$ cat config.mk
export PLATFORM = sky130hd
export DESIGN_NAME = hazard_scoreboard
export DESIGN_NICKNAME = d
export VERILOG_FILES = /design/src/rtl/hazard_scoreboard_pkg.sv /design/src/rtl/hazard_scoreboard_reg_scoreboard.sv /design/src/rtl/hazard_scoreboard.sv
export SDC_FILE = /design/constraint.sdc
export NUM_CORES = 1
export LEC_CHECK = 0
export ABC_AREA = 1
export BUFFER_PORTS_ARGS = -buffer_cell sky130_fd_sc_hd__buf_2
export CORE_MARGIN = 10
export CORE_UTILIZATION = 54
export CTS_CLUSTER_SIZE = 12
export DETAILED_ROUTE_END_ITERATION = 6
export HOLD_SLACK_MARGIN = 0.12
export PLACE_DENSITY = 0.89
export SKIP_CTS_REPAIR_TIMING = 1
export SLEW_MARGIN = 15
export SYNTH_ARGS = -nofsm -noshare
export SYNTH_HDL_FRONTEND = slang
export SYNTH_SLANG_ARGS = --single-unit
$ cat constraint.sdc
create_clock -name clk -period 1.9 [get_ports clk]
set_input_delay 0.19 -clock clk [delete_from_list [all_inputs] [get_ports clk]]
set_output_delay 0.19 -clock clk [all_outputs]
set_load 0.01 [all_outputs]
$ cat src/rtl/hazard_scoreboard_pkg.sv
// ---------------------------------------------------------------------------
// hazard_scoreboard_pkg
//   Shared types for the ID/issue hazard scoreboard.
//   - clog2_min1   : index width that never collapses to zero bits
//   - fwd_sel_t    : forwarding select for the default 3-stage bypass network
//                    (0 = register file, k = stage k-1)
//   - long_unit_e  : long-latency unit identifiers for the default config
//   - hazard_t     : the four independent reasons an issue can be held
// ---------------------------------------------------------------------------
package hazard_scoreboard_pkg;

    localparam int DEF_NUM_REGS   = 32;
    localparam int DEF_NUM_UNITS  = 2;
    localparam int DEF_FWD_STAGES = 3;
    localparam int DEF_CNT_W      = 32;

    // A single-unit build still needs a 1-bit unit/owner field.
    function automatic int clog2_min1(input int n);
        return (n > 1) ? $clog2(n) : 1;
    endfunction

    localparam int DEF_UW = clog2_min1(DEF_NUM_UNITS);
    localparam int DEF_FW = $clog2(DEF_FWD_STAGES + 1);

    typedef logic [DEF_FW-1:0] fwd_sel_t;

    typedef enum logic [DEF_UW-1:0] {
        LU_LOAD = 'd0,
        LU_DIV  = 'd1
    } long_unit_e;

    typedef struct packed {
        logic raw;            // a source is owned by an outstanding long op
        logic waw;            // destination is owned by an outstanding long op
        logic unit_conflict;  // target long unit already has its one op in flight
        logic fwd_stall;      // youngest producer of a source is not ready yet
    } hazard_t;

endpackage

$ cat src/rtl/hazard_scoreboard_reg_scoreboard.sv
// ---------------------------------------------------------------------------
// reg_scoreboard
//   Per-register pending bit plus owning unit for long-latency writebacks.
//   Register 0 is hard-wired zero and is never marked pending.
//
//   Ports
//     clk, reset_n      clock, asynchronous active-low reset
//     set_en            mark set_rd pending, owned by set_unit
//     set_rd, set_unit  destination register and owning unit
//     clr_mask          per-unit clear: drop every register owned by unit u
//     rs1/rs2/rd_addr   three read addresses
//     rs1/rs2/rd_pending pending bit at each read address
// ---------------------------------------------------------------------------
module reg_scoreboard
    import hazard_scoreboard_pkg::*;
#(
    parameter  int NUM_REGS  = DEF_NUM_REGS,
    parameter  int NUM_UNITS = DEF_NUM_UNITS,
    localparam int RW        = $clog2(NUM_REGS),
    localparam int UW        = clog2_min1(NUM_UNITS)
) (
    input  logic                 clk,
    input  logic                 reset_n,
    input  logic                 set_en,
    input  logic [RW-1:0]        set_rd,
    input  logic [UW-1:0]        set_unit,
    input  logic [NUM_UNITS-1:0] clr_mask,
    input  logic [RW-1:0]        rs1_addr,
    input  logic [RW-1:0]        rs2_addr,
    input  logic [RW-1:0]        rd_addr,
    output logic                 rs1_pending,
    output logic                 rs2_pending,
    output logic                 rd_pending
);

    logic [NUM_REGS-1:0] pending;
    logic [UW-1:0]       owner [NUM_REGS];

    // NOTE: owner is a small flop array, not a RAM, so it is reset along with
    // pending; a true memory macro would be left unreset and gated by pending.
    always_ff @(posedge clk or negedge reset_n) begin
        if (!reset_n) begin
            pending <= '0;
            owner   <= '{default: '0};
        end else begin
            for (int r = 1; r < NUM_REGS; r++) begin
                if (pending[r] && clr_mask[owner[r]]) begin
                    pending[r] <= 1'b0;
                end
            end
            // A set is never aimed at a register another unit is clearing
            // (the WAW check blocks it), so placing it after the clears only
            // matters for a unit that clears and re-issues, where set wins.
            if (set_en && (set_rd != '0)) begin
                pending[set_rd] <= 1'b1;
                owner[set_rd]   <= set_unit;
            end
        end
    end

    assign rs1_pending = pending[rs1_addr];
    assign rs2_pending = pending[rs2_addr];
    assign rd_pending  = pending[rd_addr];

endmodule

$ cat src/rtl/hazard_scoreboard.sv
// ---------------------------------------------------------------------------
// hazard_scoreboard
//   ID/issue hazard unit: per-register scoreboard for long-latency writebacks,
//   youngest-first forwarding select over FWD_STAGES stages, single-outstanding
//   busy tracking per long unit, and a saturating issue-stall counter.
//
//   Ports
//     clk, reset_n                    clock, asynchronous active-low reset
//     issue_valid                     instruction present in ID
//     issue_rs1/rs2/rd                source and destination registers
//     issue_write_reg                 instruction writes rd
//     issue_long, issue_unit          goes to long-latency unit issue_unit
//     flush                           squash the ID instruction this cycle
//     stage_write_reg/rd/fwd_ok       per bypass stage (0 = youngest, EX)
//     complete_valid, cancel          per-unit writeback / kill
//     issue_ready                     no hazard, ID may advance
//     fwd_rs1/rs2                     0 = register file, k = stage k-1
//     unit_busy                       unit has its op outstanding
//     stall_cycles                    saturating count of stalled issue cycles
// ---------------------------------------------------------------------------
module hazard_scoreboard
    import hazard_scoreboard_pkg::*;
#(
    parameter  int NUM_REGS   = DEF_NUM_REGS,
    parameter  int NUM_UNITS  = DEF_NUM_UNITS,
    parameter  int FWD_STAGES = DEF_FWD_STAGES,
    parameter  int CNT_W      = DEF_CNT_W,
    localparam int RW         = $clog2(NUM_REGS),
    localparam int UW         = clog2_min1(NUM_UNITS),
    localparam int FW         = $clog2(FWD_STAGES + 1)
) (
    input  logic                     clk,
    input  logic                     reset_n,
    input  logic                     issue_valid,
    input  logic [RW-1:0]            issue_rs1,
    input  logic [RW-1:0]            issue_rs2,
    input  logic [RW-1:0]            issue_rd,
    input  logic                     issue_write_reg,
    input  logic                     issue_long,
    input  logic [UW-1:0]            issue_unit,
    input  logic                     flush,
    input  logic [FWD_STAGES-1:0]    stage_write_reg,
    input  logic [FWD_STAGES*RW-1:0] stage_rd,
    input  logic [FWD_STAGES-1:0]    stage_fwd_ok,
    input  logic [NUM_UNITS-1:0]     complete_valid,
    input  logic [NUM_UNITS-1:0]     cancel,
    output logic                     issue_ready,
    output logic [FW-1:0]            fwd_rs1,
    output logic [FW-1:0]            fwd_rs2,
    output logic [NUM_UNITS-1:0]     unit_busy,
    output logic [CNT_W-1:0]         stall_cycles
);

    logic [NUM_UNITS-1:0] busy;
    logic [NUM_UNITS-1:0] unit_clear;
    logic                 rs1_pending;
    logic                 rs2_pending;
    logic                 rd_pending;
    logic                 rs1_fwd_ok;
    logic                 rs2_fwd_ok;
    logic                 fire;
    logic                 stall_inc;
    hazard_t              haz;

    // Completion and cancel both just end the op; together they are one clear.
    assign unit_clear = complete_valid | cancel;

    reg_scoreboard #(
        .NUM_REGS  (NUM_REGS),
        .NUM_UNITS (NUM_UNITS)
    ) u_reg_scoreboard (
        .clk         (clk),
        .reset_n     (reset_n),
        .set_en      (fire && issue_write_reg),
        .set_rd      (issue_rd),
        .set_unit    (issue_unit),
        .clr_mask    (unit_clear),
        .rs1_addr    (issue_rs1),
        .rs2_addr    (issue_rs2),
        .rd_addr     (issue_rd),
        .rs1_pending (rs1_pending),
        .rs2_pending (rs2_pending),
        .rd_pending  (rd_pending)
    );

    // Forwarding select: walk oldest to youngest so the youngest match is
    // the last assignment and wins. Register 0 never forwards.
    // NOTE: every output of this block gets a default before the loop, so no
    // path leaves a value unassigned and no latch is inferred.
    always_comb begin
        fwd_rs1    = '0;
        fwd_rs2    = '0;
        rs1_fwd_ok = 1'b1;
        rs2_fwd_ok = 1'b1;
        for (int k = FWD_STAGES - 1; k >= 0; k--) begin
            if (stage_write_reg[k] && (issue_rs1 != '0) &&
                (stage_rd[k*RW +: RW] == issue_rs1)) begin
                fwd_rs1    = FW'(k + 1);
                rs1_fwd_ok = stage_fwd_ok[k];
            end
            if (stage_write_reg[k] && (issue_rs2 != '0) &&
                (stage_rd[k*RW +: RW] == issue_rs2)) begin
                fwd_rs2    = FW'(k + 1);
                rs2_fwd_ok = stage_fwd_ok[k];
            end
        end
    end

    // Hazards use registered scoreboard/busy state only, so a completion or
    // cancel never unblocks an issue in the same cycle.
    always_comb begin
        haz.raw           = ((issue_rs1 != '0) && rs1_pending) ||
                            ((issue_rs2 != '0) && rs2_pending);
        haz.waw           = issue_write_reg && (issue_rd != '0) && rd_pending;
        haz.unit_conflict = issue_long && busy[issue_unit];
        haz.fwd_stall     = !rs1_fwd_ok || !rs2_fwd_ok;
    end

    assign issue_ready = ~|haz;
    assign fire        = issue_valid && issue_ready && !flush && issue_long;
    assign stall_inc   = issue_valid && !issue_ready && !flush;
    assign unit_busy   = busy;

    // NOTE: state registers use non-blocking assignments so every flop samples
    // pre-edge values; the set below deliberately overrides the clear above.
    always_ff @(posedge clk or negedge reset_n) begin
        if (!reset_n) begin
            busy <= '0;
        end else begin
            busy <= busy & ~unit_clear;
            if (fire) begin
                busy[issue_unit] <= 1'b1;
            end
        end
    end

    always_ff @(posedge clk or negedge reset_n) begin
        if (!reset_n) begin
            stall_cycles <= '0;
        end else if (stall_inc && (stall_cycles != '1)) begin
            stall_cycles <= stall_cycles + CNT_W'(1);
        end
    end

endmodule

* Word level (Yosys, flattened, before mapping)
Cells that the tools add are included.
** Cells by class
- Add/subtract/negate cells :: 1
- $lt $le $gt $ge :: 39
- Eq/ne operators :: 7
- Mux-type cells :: 122
- Bitwise gates (word level) :: 6
- Reduce and logical (&&, ||, !) cells :: 69
** Operators with widths (count)
- 2-to-1 mux 1 bit :: 107
- less-than comparator 1 x 2 -> 1 bit (second input constant) :: 32
- logical AND 1 bit :: 59
- adder 32 x 1 -> 32 bit (second input constant) :: 1
- bitwise mux 32 bit :: 1
- 2-to-1 mux 32 bit :: 1
- inequality test 32 bit (second input constant) :: 1
- bitwise OR 32 bit :: 1
- equality test 5 bit :: 6
- less-than comparator 5 x 6 -> 1 bit (second input constant) :: 3
- binary-select mux 1 bit (select 5 bit) :: 3
- nonzero test 5 bit :: 3
- 2-to-1 mux 2 bit :: 7
- demux 1 bit (select 5 bit) :: 2
- greater-or-equal comparator 6 bit (second input constant) :: 1
- less-than comparator 6 x 1 -> 1 bit (second input constant) :: 1
- NOT 5 -> 6 bit :: 1
- greater-or-equal comparator 5 x 1 -> 1 bit (second input constant) :: 1
- zero test 1 bit :: 4
- bitwise OR 2 bit :: 2
- OR reduction 4 bit :: 1
- AND 2 bit :: 1
- logical OR 1 bit :: 2
- NOT 2 bit :: 1
- 2 further kinds :: 2
** Storage, ports and cells
- Flip-flop bits (word level) :: 98
- Bits of input ports :: 47
- Output and inout bits :: 39
- Logic and storage cells :: 280

* Longest topological paths before layout
Gate-level depths: netlist of run 1.
- Word-level depth :: 16
- Mapped depth :: 20
- Mapped depth without buffers :: 18

* Cells and area by module
From an unflattened synthesis of run 1, not the netlist that was laid out.
** Unflattened totals
- Cell total of the unflattened synthesis :: 1011
- Area total of the unflattened synthesis :: 6671.4 sq um
** By module, submodules not included
- reg_scoreboard :: times used 1, cells each 526, area an instance 3629.7 sq um, seq. area each 1576.5 sq um
- hazard_scoreboard :: times used 1, cells each 485, area an instance 3041.7 sq um, seq. area each 850.8 sq um

* Worst setup path after synthesis of run 1
OpenSTA, ideal clock, no wires.
- Path kind :: flip-flop to flip-flop
- Start :: register stall_cycles[1]
- End :: register stall_cycles[27]
- Arrival time :: 1.853 ns
- Required time :: 1.781 ns
- Setup slack :: -0.072 ns
- Cell stages (with the launch flop) :: 12
- Buffers on the path :: 1
- Clock period less this slack :: 1.972 ns
- Cells stage by stage :: dfrtp_1 > ha_1 > nand3_1 > inv_1 > nand2_1 > nor3_1 > a31oi_1 > nand2_4 > inv_4 > buf_6 > nand2_1 > o21ai_2
** On the way
- Longest elaborated chain between the ends :: 2
- Elaborated cells between the ends (all ways) :: 3
** RTL lines
- start: declaration :: line hazard_scoreboard.sv:51 : output logic [CNT_W-1:0] stall_cycles
- start signal: assignment :: line hazard_scoreboard.sv:141 : stall_cycles <= stall_cycles + CNT_W'(1);
- parallel branches: the longest is 2 deep, another holds adder 32 x 1 -> 32 bit
Several ways; the timed one is not identified.
A chain may end at the register's enable or synchronous reset.

* Worst setup path after layout of run 1
- Start :: register u_reg_scoreboard.pending[29]
- End :: register u_reg_scoreboard.owner[1] (netlist name)
** On the way
- Longest elaborated chain between the ends :: 11
- Elaborated cells between the ends (all ways) :: 17
** RTL lines
- start: declaration :: line hazard_scoreboard_reg_scoreboard.sv:36 : logic [NUM_REGS-1:0] pending;
- start signal: assignment :: line hazard_scoreboard_reg_scoreboard.sv:43 : pending <= '0;
- start signal: indexed assignment :: line hazard_scoreboard_reg_scoreboard.sv:48 : pending[r] <= 1'b0;
- start signal: indexed assignment :: line hazard_scoreboard_reg_scoreboard.sv:55 : pending[set_rd] <= 1'b1;
- binary-select mux 1 bit (select 5 bit), on equally long branches :: line hazard_scoreboard_reg_scoreboard.sv:61, hazard_scoreboard_reg_scoreboard.sv:62
- 2-to-1 mux 1 bit, on equally long branches :: line hazard_scoreboard_reg_scoreboard.sv:61, hazard_scoreboard_reg_scoreboard.sv:62
- logical AND 1 bit, on equally long branches :: line hazard_scoreboard.sv:112, hazard_scoreboard.sv:113
- logical OR 1 bit :: line hazard_scoreboard.sv:112 : haz.raw = ((issue_rs1 != '0) && rs1_pending) ||
- OR reduction 4 bit (*) :: line hazard_scoreboard.sv:119 : assign issue_ready = ~|haz;
- zero test 1 bit (*) :: line hazard_scoreboard.sv:119
- logical AND 1 bit (*) (3 in series) :: line hazard_scoreboard.sv:120 : assign fire = issue_valid && issue_ready && !flush && issue_long;
- logical AND 1 bit (*) :: line hazard_scoreboard.sv:74 : .set_en (fire && issue_write_reg),
- logical AND 1 bit (*) :: line hazard_scoreboard_reg_scoreboard.sv:54 : if (set_en && (set_rd != '0)) begin
- end signal: indexed assignment :: line hazard_scoreboard_reg_scoreboard.sv:56 : owner[set_rd] <= set_unit;
- end: declaration :: line hazard_scoreboard_reg_scoreboard.sv:37 : logic [UW-1:0] owner [NUM_REGS];
Mark *: on every way between the ends. The rest lies on a longest branch, timed or not. The select of a mux whose other input is x is not followed.

==> results of run 1 <==
## worst min-delay path: cells and delay by family
family | cells | cell delay (ns)
compound gates | 1 | 0.07
buf+inv | 2 | 0.25
## sequential cells by signal (all words and copies together), names as in the netlist
| name | count |
|---|---|
| stall_cycles | 32 |
| u_reg_scoreboard.owner | 31 |
| u_reg_scoreboard.pending | 32 |
| unit_busy | 2 |
## area by class of cell
type	instances	area, um2
timing repair buffer	224	1760
sequential	97	2430
clock buffer	10	239
inverter	85	337
tap	172	215
fill	919	3340
clock inverter	6	88.8
multi-input combinational	861	4210
## per-stage QoR
step                setup TNS, ns   util  power, uW
finish                     -18.40  0.735       6200
floorplan                       0      -       3110
CTS                         -1.31  0.690       5880
detailed placement         -14.74  0.664       3880
global placement           -10.06  0.664       3830
global route               -22.90  0.735       6410
## layer usage
metal,global-route usage,share of wire,vias up
met5,0,0,-
met4,0.122,0.049,0
met3,0.0474,0.13,155
met2,0.420,0.45,670
met1,0.333,0.37,3930
li1,-,-,3867
## Yosys cell counts (6+ instances only)
master,n,area share
a21oi_1,6,0.0043
buf_2,13,0.0093
buf_6,12,0.019
clkbuf_1,15,0.0081
dfrtp_1,97,0.35
inv_1,75,0.040
inv_2,7,0.0038
nand2_1,501,0.27
nand3_1,111,0.080
nand4_1,35,0.031
nor2_1,78,0.042
nor3_1,26,0.019
nor4_1,6,0.0054
o211ai_1,32,0.034
o21ai_2,6,0.0075
xnor2_1,11,0.014
xor2_1,18,0.023
## layout by cell type, fill, tap and decap left out, types with 2 or more instances in the layout
cell type,synthesis,routed
clkinvlp_4,0,2
o21ai_2,6,6
xor2_1,18,17
xnor2_1,11,11
o211ai_1,32,32
o21ai_0,5,4
clkbuf_16,0,15
nor4_1,6,5
bufinv_16,0,2
nor2_2,4,8
dfrtp_2,0,5
nand3_1,111,101
inv_6,1,2
nand4_1,35,35
nand2_4,2,13
buf_6,12,4
nand2_1,501,465
nor3_1,26,25
buf_2,13,83
nand3_2,3,12
o21ai_1,5,5
a21oi_1,6,6
dfrtp_1,97,92
nor2_4,3,3
buf_4,5,117
buf_12,0,13
inv_1,75,75
inv_2,7,7
nor2_1,78,74
nand2_2,2,26
## worst max path at each step
stage	cells after the start	from	slack, ns	endpoint
floorplan	11	stall_cycles[1]	0.02	stall_cycles[27]
global placement	15	issue_rs2[1]	-0.17	u_reg_scoreboard.owner[10]
detailed placement	17	issue_rs2[1]	-0.25	u_reg_scoreboard.owner[16]
CTS	12	u_reg_scoreboard.pending[3]	-0.36	issue_ready
global route	16	u_reg_scoreboard.pending[29]	-0.36	u_reg_scoreboard.owner[1]
finish	16	u_reg_scoreboard.pending[29]	-0.34	u_reg_scoreboard.owner[1]
## cell families after synthesis
kind of cell | Yosys count | share of synthesized area
compound gates | 58 | 0.0576
xor+xnor | 29 | 0.0364
fa+ha+maj | 1 | 0.00179
buf+inv | 132 | 0.0900
flops | 97 | 0.348
simple gates | 773 | 0.466
## where the power goes
group | total (uW) | leakage, uW | internal, uW | switching [uW]
logic | 1840 | 0.00351 | 744 | 1100
registers | 2330 | 0.00133 | 2200 | 130
clock network | 2020 | 0.000155 | 1190 | 831
==> flow_metrics.py, run 1 <==
metrics = {
    "run_status": {
        "outcome": "finished, violations left",
        "violations": "setup timing",
    },
    "route": {
        "route.detailed.drc": 0,
        "finalWirelength_um": 26100,
        "drtAntennaViolNets": 0,
        "firstDrtPassIters": 6,
        "drtIter0Drc": 1378,
        "wl_per_cell_um": 17.9,
        "vias": 8622,
        "viasPerCell": 5.93,
    },
    "clock_network": {
        "clk_latency_ns": 0.37,
        "cts_sinks": 97,
        "cts_tree": "done",
        "path_clk_slew_ns": 0.07,
        "clock-root-buffer": "clkbuf_16",
        "htree_levels": 3,
        "numCtsBuffers": 9,
        "clockBufferDepth": 2,
    },
    "yosys": {
        "synth-seq-area-share": 0.348,
        "synthesis.nets": 1138,
        "yosys_register_bits": 97,
        "synth.distinct_cells": 36,
        "syn_inst": 1090,
        "synth_area_um2": 6980,
        "async_flop_share": 1.00,
        "dominantRegCellSynth": "dfrtp_1",
        "yosys_warnings": 0,
        "synth_enable_flop_cells": 0,
        "post_synth.cell_area_avg_um2": 6.40,
    },
    "floorplanning": {
        "fp.dieArea_um2": 17900,
        "row_count": 41,
        "core-area_um2": 12600,
        "die_w_um": 134,
        "boundaryPins": 86,
        "die_y_um": 134,
        "start_util": 0.553,
    },
    "global_route": {
        "grt_pass1_vias": 7980,
        "grt_max_degree": 38,
        "overflow": 0,
        "grt_pass1_wl_um": 38800,
        "antenna_found_initial": 0,
        "track_usage": 0.261,
    },
    "worst_setup_path": {
        "cp_cell_sequence": "nand2_1 > nand2_1 > nand2_1 > nand2_1 > nand2_1 > nand2_2 > nor2_2 > nand2_1 > nand2_2 > nand3_2 > nor2_4 > buf_4 > clkbuf_16 > nand4_1 > nand2_1 > nand2_1",
        "worstPathMaxFanout": 16,
        "timing.rr.end": "u_reg_scoreboard.owner[1]",
        "crit_path_start_kind": "flip-flop",
        "crit_slowest_cell": "dfrtp_1",
        "crit_top_cell": "nand2_1",
        "crit_buf_inv": 2,
        "worstPathRequired_ns": 2.15,
        "max_stage_delay_ns": 0.45,
        "ff2ff_path_depth": 16,
        "critical-path-top-delay-family": "simple AND/OR/NAND/NOR gates",
        "critPathCaptureType": "flip-flop",
        "crit-reg2reg-launch": "u_reg_scoreboard.pending[29]",
        "arrival_ns": 2.49,
        "critPathKind": "reg -> reg",
        "ff2ff_setup_slack_ns": -0.34,
    },
    "timing": {
        "hold_ws_ns": 0.185,
        "fmax_mhz": 447,
        "relSlewSlack": 0.518,
        "finalSetupViolations": 93,
        "worstMarginPinSlew_ns": 0.723,
        "fin_ws_ns": -0.337,
        "skew_ns": 0.0129,
        "min_period_over_period": 1.18,
        "rsz0062_at_grt": "true",
        "hold_violations": 0,
        "slew_violations": 0,
        "layout_min_cycle_time_ns": 2.24,
    },
    "min_path": {
        "min_from": "issue_unit",
        "hold_end": "unit_busy[1]",
        "hold_depth": 3,
        "min_path_type": "in -> reg",
    },
    "cells_and_area": {
        "area_growth_pct": 33.0,
        "final_nets": 1326,
        "stdcell_count": 1455,
        "insertedDiodeCount": 0,
        "drive_above_1_share": 0.258,
        "final_area_um2": 9280,
    },
    "placement": {
        "postPlaceCellArea_um2": 8370,
        "place_inst": 1421,
        "place.port_buffers": 85,
        "place.gp.congestion": 0.952,
        "post-place-ws_ns": -0.254,
        "dp_hpwl_um": 16800,
    },
    "power_and_ir_drop": {
        "p_leak_uw": 0.00499,
        "vdd_drop_max_mv": 0.603,
        "power_density_nw_per_um2": 668,
    },
    "job": {
        "max-cap-violations": 0,
    },
}
Power figures use the tool's default switching activity.
==> run 2: changes to the inputs <==
--- a/config.mk
+++ b/config.mk
@@ -13,6 +13,7 @@
 export DETAILED_ROUTE_END_ITERATION = 6
 export HOLD_SLACK_MARGIN = 0.12
 export PLACE_DENSITY = 0.89
+export RECOVER_POWER = 25
 export SKIP_CTS_REPAIR_TIMING = 1
 export SLEW_MARGIN = 15
 export SYNTH_ARGS = -nofsm -noshare
==> flow_metrics.py, run 2 (same netlist as run 1, synthesis figures left out) <==
metrics = {
    "cells_and_area": {
        "insertedDiodeCount": 0,
        "drive_above_1_share": 0.257,
        "area_growth_pct": 32.7,
        "layout_common_cells": "nand2_1, buf_4, nand3_1",
        "top_regs": "stall_cycles x32, u_reg_scoreboard.pending x32, u_reg_scoreboard.owner x31",
        "utilization": 0.734,
        "final_common_cell": "nand2_1",
        "stdcell_count": 1455,
        "num-fill-cells": 922,
        "final_nets": 1326,
    },
    "timing": {
        "skew_ns": 0.0115,
        "fin_ws_ns": -0.315,
        "worstMarginPinSlew_ns": 0.736,
        "rsz0062_at_grt": "true",
        "slew_violations": 0,
        "min_period_over_period": 1.17,
        "setup_tns_ns": -18.04,
        "finalSetupViolations": 93,
        "layout_min_cycle_time_ns": 2.22,
        "hold_violations": 0,
        "fmax_mhz": 451,
        "relSlewSlack": 0.509,
    },
    "floorplanning": {
        "fp.dieArea_um2": 17900,
        "boundaryPins": 86,
        "row_count": 41,
        "die_y_um": 134,
        "start_util": 0.553,
        "die_w_um": 134,
        "core-area_um2": 12600,
    },
    "global_route": {
        "use_met3": 0.0474,
        "grt_max_degree": 38,
        "overflow": 0,
        "antenna_found_initial": 0,
        "track_usage": 0.261,
        "grt_busiest_layer": "met2",
        "met2_usage": 0.420,
        "grt_pass1_vias": 7980,
        "met1_usage": 0.333,
        "grt_pass1_wl_um": 38800,
    },
    "clock_network": {
        "cts_sinks": 97,
        "clock-root-buffer": "clkbuf_16",
        "htree_levels": 3,
        "cts_tree": "done",
        "numCtsBuffers": 9,
        "clk_latency_ns": 0.36,
        "path_clk_slew_ns": 0.07,
        "clockBufferDepth": 2,
    },
    "min_path": {
        "hold_depth": 3,
        "hold_end": "unit_busy[1]",
        "min_from": "issue_unit",
        "min_path_type": "in -> reg",
    },
    "placement": {
        "place.gp.congestion": 0.952,
        "place.port_buffers": 85,
        "place_inst": 1421,
        "dp_hpwl_um": 16800,
    },
    "worst_setup_path": {
        "crit_slowest_cell": "dfrtp_1",
        "worstPathRequired_ns": 2.14,
        "cp_cell_sequence": "nand2_1 > nand2_1 > nand2_1 > nand2_1 > nand2_1 > nand2_2 > nor2_2 > nand2_1 > nand2_2 > nand3_2 > nor2_4 > buf_4 > clkbuf_16 > nand4_1 > nand2_1 > nand2_1",
        "timing.rr.end": "u_reg_scoreboard.owner[0]",
        "worstPathMaxFanout": 16,
        "critical-path-top-delay-family": "simple AND/OR/NAND/NOR gates",
        "crit_top_cell": "nand2_1",
        "crit_path_start_kind": "flip-flop",
        "critPathKind": "reg -> reg",
        "max_stage_delay_ns": 0.46,
        "ff2ff_setup_slack_ns": -0.32,
        "crit-reg2reg-launch": "u_reg_scoreboard.pending[29]",
        "arrival_ns": 2.45,
        "critPathCaptureType": "flip-flop",
        "ff2ff_path_depth": 16,
        "crit_buf_inv": 2,
    },
    "route": {
        "drtAntennaViolNets": 0,
        "viasPerCell": 5.91,
        "drtIter0Drc": 1352,
        "finalWirelength_um": 26000,
        "wl_per_cell_um": 17.9,
        "vias": 8604,
        "route.detailed.drc": 1,
        "firstDrtPassIters": 7,
    },
    "power_and_ir_drop": {
        "p_leak_uw": 0.00498,
        "power_density_nw_per_um2": 668,
        "vdd_drop_max_mv": 0.613,
    },
    "job": {
        "max-cap-violations": 0,
    },
    "run_status": {
        "outcome": "finished, violations left",
        "violations": "DRC, setup timing",
    },
}
## run 2: changes by cell type in the layout (fill, tap and decap cells not counted), sizes merged
cell / previous run / this run
buf: 217 / 214
clkbuf: 16 / 19
## run 2: metrics by stage
| stage | power [uW] | hold slack (ns) | setup slack [ns] | cell area [um2] |
|---|---|---|---|---|
| 2_1_floorplan | 3110 | -0.106 | 0.0183 | 6980 |
| 3_3_place_gp | 3830 | 0.129 | -0.171 | 8370 |
| 3_5_place_dp | 3880 | 0.137 | -0.254 | 8370 |
| 4_1_cts | 5880 | -0.236 | -0.361 | 8700 |
| 5_1_grt | 6410 | 0.189 | -0.363 | 9260 |
| 6_report | 6190 | 0.189 | -0.315 | 9260 |
## run 2: worst max-delay path by stage
stage / from / end / slack [ns] / depth (start not counted)
after floorplan: stall_cycles[1] / stall_cycles[27] / 0.02 / 11
after global placement: issue_rs2[1] / u_reg_scoreboard.owner[10] / -0.17 / 15
after detailed placement: issue_rs2[1] / u_reg_scoreboard.owner[16] / -0.25 / 17
after CTS: u_reg_scoreboard.pending[3] / issue_ready / -0.36 / 12
after global routing: u_reg_scoreboard.pending[29] / u_reg_scoreboard.owner[1] / -0.36 / 16
final: u_reg_scoreboard.pending[29] / u_reg_scoreboard.owner[0] / -0.32 / 16
## run 2: cell type report
type,count,area [um2],share of cell area
multi-input cells,861,4210,0.454
flip-flops and latches,97,2430,0.263
repair buffers,224,1740,0.188
inverters,85,337,0.0364
clock buffers,10,239,0.0258
well taps,172,215,0.0232
clock inverters,6,88.8,0.00959
## run 2: worst register-to-register path, cell delays in order, from the launching register on
cell and delay (ns):
dfrtp_1 0.46, nand2_1 0.14, nand2_1 0.07, nand2_1 0.05, nand2_1 0.07, nand2_1 0.07
nand2_2 0.07, nor2_2 0.11, nand2_1 0.08, nand2_2 0.09, nand3_2 0.08, nor2_4 0.15
buf_4 0.15, clkbuf_16 0.18, nand4_1 0.13, nand2_1 0.12, nand2_1 0.09
## run 2: power by group
part           switching, uW  leakage [uW]  total, uW  internal (uW)
Combinational           1100       0.00350       1840            740
Sequential               133       0.00133       2330           2200
Clock                    823      0.000155       2010           1190
## run 2: per-layer routing
layer  up-vias  share of wire
met5         -              0
met4         0          0.049
met3       161           0.13
met2       652           0.45
met1      3918           0.38
li1       3873              -
==> run 3: changes to the inputs <==
--- a/config.mk
+++ b/config.mk
@@ -12,7 +12,7 @@
 export CTS_CLUSTER_SIZE = 12
 export DETAILED_ROUTE_END_ITERATION = 6
 export HOLD_SLACK_MARGIN = 0.12
-export PLACE_DENSITY = 0.89
+export PLACE_DENSITY = 0.81
 export RECOVER_POWER = 25
 export SKIP_CTS_REPAIR_TIMING = 1
 export SLEW_MARGIN = 15
==> flow_metrics.py, run 3 (same netlist as run 1, synthesis figures left out) <==
metrics = {
    "route": {
        "wl_per_cell_um": 16.3,
        "drtIter0Drc": 1031,
        "finalWirelength_um": 23400,
        "vias": 8006,
        "firstDrtPassIters": 6,
        "drtAntennaViolNets": 0,
        "route.detailed.drc": 0,
        "viasPerCell": 5.57,
    },
    "run_status": {
        "violations": "setup timing",
        "outcome": "finished, violations left",
    },
    "placement": {
        "dp_hpwl_um": 16300,
        "place.gp.congestion": 0.987,
        "place.port_buffers": 85,
        "post-place-ws_ns": -0.125,
    },
    "floorplanning": {
        "core-area_um2": 12600,
        "fp.dieArea_um2": 17900,
        "boundaryPins": 86,
        "die_w_um": 134,
        "row_count": 41,
        "die_y_um": 134,
        "start_util": 0.553,
    },
    "clock_network": {
        "clock-root-buffer": "clkbuf_16",
        "clockBufferDepth": 2,
        "clk_latency_ns": 0.35,
        "htree_levels": 3,
        "cts_sinks": 97,
        "cts_tree": "done",
        "path_clk_slew_ns": 0.07,
        "numCtsBuffers": 9,
    },
    "worst_setup_path": {
        "critPathCaptureType": "output pin",
        "cp-startpoint": "u_reg_scoreboard.pending[12]",
        "worstPathMaxFanout": 5,
        "arrival_ns": 1.96,
        "timing.rr.end": "stall_cycles[25]",
        "critPathKind": "reg -> out",
        "crit-reg2reg-launch": "u_reg_scoreboard.pending[12]",
        "setup.worst_path.end": "issue_ready",
        "ff2ff_path_depth": 18,
        "ff2ff_setup_slack_ns": -0.23,
        "max_stage_delay_ns": 0.47,
        "crit_slowest_cell": "dfrtp_1",
        "crit_top_cell": "nand2_1",
        "crit_path_start_kind": "flip-flop",
        "worstPathRequired_ns": 1.71,
        "cp_cell_sequence": "nand2_1 > nand2_1 > nand2_1 > nand2_1 > nand2_1 > nand2_1 > nor2_1 > nand2_1 > nand2_2 > nand3_2 > nor2_4 > buf_6 > buf_4",
    },
    "power_and_ir_drop": {
        "power_density_nw_per_um2": 646,
        "vdd_drop_max_mv": 0.571,
        "p_leak_uw": 0.00471,
    },
    "global_route": {
        "grt_pass1_wl_um": 36200,
        "grt_max_degree": 46,
        "antenna_found_initial": 0,
        "overflow": 0,
        "track_usage": 0.245,
        "grt_pass1_vias": 7213,
    },
    "timing": {
        "layout_min_cycle_time_ns": 2.15,
        "hold_ws_ns": 0.157,
        "fin_ws_ns": -0.250,
        "fmax_mhz": 465,
        "hold_violations": 0,
        "skew_ns": 0.00867,
        "setup_tns_ns": -12.05,
        "worstMarginPinSlew_ns": 0.806,
        "relSlewSlack": 0.463,
        "rsz0062_at_grt": "true",
        "slew_violations": 0,
        "min_period_over_period": 1.13,
        "finalSetupViolations": 89,
    },
    "min_path": {
        "min_path_type": "in -> reg",
        "hold_depth": 3,
    },
    "cells_and_area": {
        "multiInputGateArea_um2": 4020,
        "top_regs": "stall_cycles x32, u_reg_scoreboard.pending x32, u_reg_scoreboard.owner x31",
        "final_nets": 1308,
        "layout_common_cells": "nand2_1, nand3_1, buf_4",
        "register_area_um2": 2440,
        "num-fill-cells": 1084,
        "area_growth_pct": 26.5,
        "final_common_cell": "nand2_1",
        "drive_above_1_share": 0.217,
        "insertedDiodeCount": 0,
    },
    "job": {
        "max-cap-violations": 0,
    },
}
[run 3: cell types whose count changed in the layout (fill, tap and decap cells not counted), moves of 3 or more]
cell,previous run,this run
nand2_1,465,495
nand2_2,26,8
buf_4,115,102
nand2_4,13,1
nand3_2,12,3
nand3_1,101,109
buf_12,12,8
dfrtp_1,92,89
dfrtp_2,5,8
[run 3: per-stage QoR]
| stage | cells | power [uW] | utilization | instance area [um2] |
|---|---|---|---|---|
| after floorplan | 1090 | 3110 | - | 6980 |
| after global placement | 1408 | 3800 | 0.653 | 8240 |
| after detailed placement | 1408 | 3840 | 0.653 | 8240 |
| after CTS | 1424 | 5560 | 0.675 | 8510 |
| after global routing | 1437 | 5960 | 0.699 | 8820 |
| final | 1437 | 5700 | 0.699 | 8820 |
[run 3: where the power goes]
part,switching (uW),internal (uW),leakage [uW]
Sequential,113,2200,0.00132
Combinational,964,677,0.00326
Clock,824,926,0.000129
Total,1900,3800,0.00471
[run 3: critical path: cells and delay by family, from the launching register on]
kind | cells | cell delay [ns]
buf+inv | 2 | 0.25
flops | 1 | 0.47
simple gates | 11 | 0.88
[run 3: how the worst min path moves through the flow]
stage                          start                      endpoint  slack [ns]
after detailed placement     reset_n    u_reg_scoreboard.owner[19]        0.16
final                     issue_unit                  unit_busy[1]        0.16
after CTS                    reset_n  u_reg_scoreboard.pending[21]       -0.21
after global placement       reset_n    u_reg_scoreboard.owner[19]        0.16
after global routing      issue_unit                  unit_busy[1]        0.16
after floorplan              reset_n               stall_cycles[0]       -0.11
[run 3: metal layers]
layer | global-route usage | vias to the layer above | wire, um
li1 | - | 3838 | -
met1 | 0.335 | 3644 | 9780
met3 | 0.0500 | 56 | 2500
met4 | 0.0804 | 0 | 516
met2 | 0.379 | 468 | 10600
met5 | 0 | - | 0
[run 3: final cells by class]
cell class,instances,share of cell area
multi-input cells,861,0.456
flip-flops and latches,97,0.276
repair buffers,206,0.175
inverters,85,0.0373
clock buffers,12,0.0279
well taps,172,0.0244
clock inverters,4,0.00326
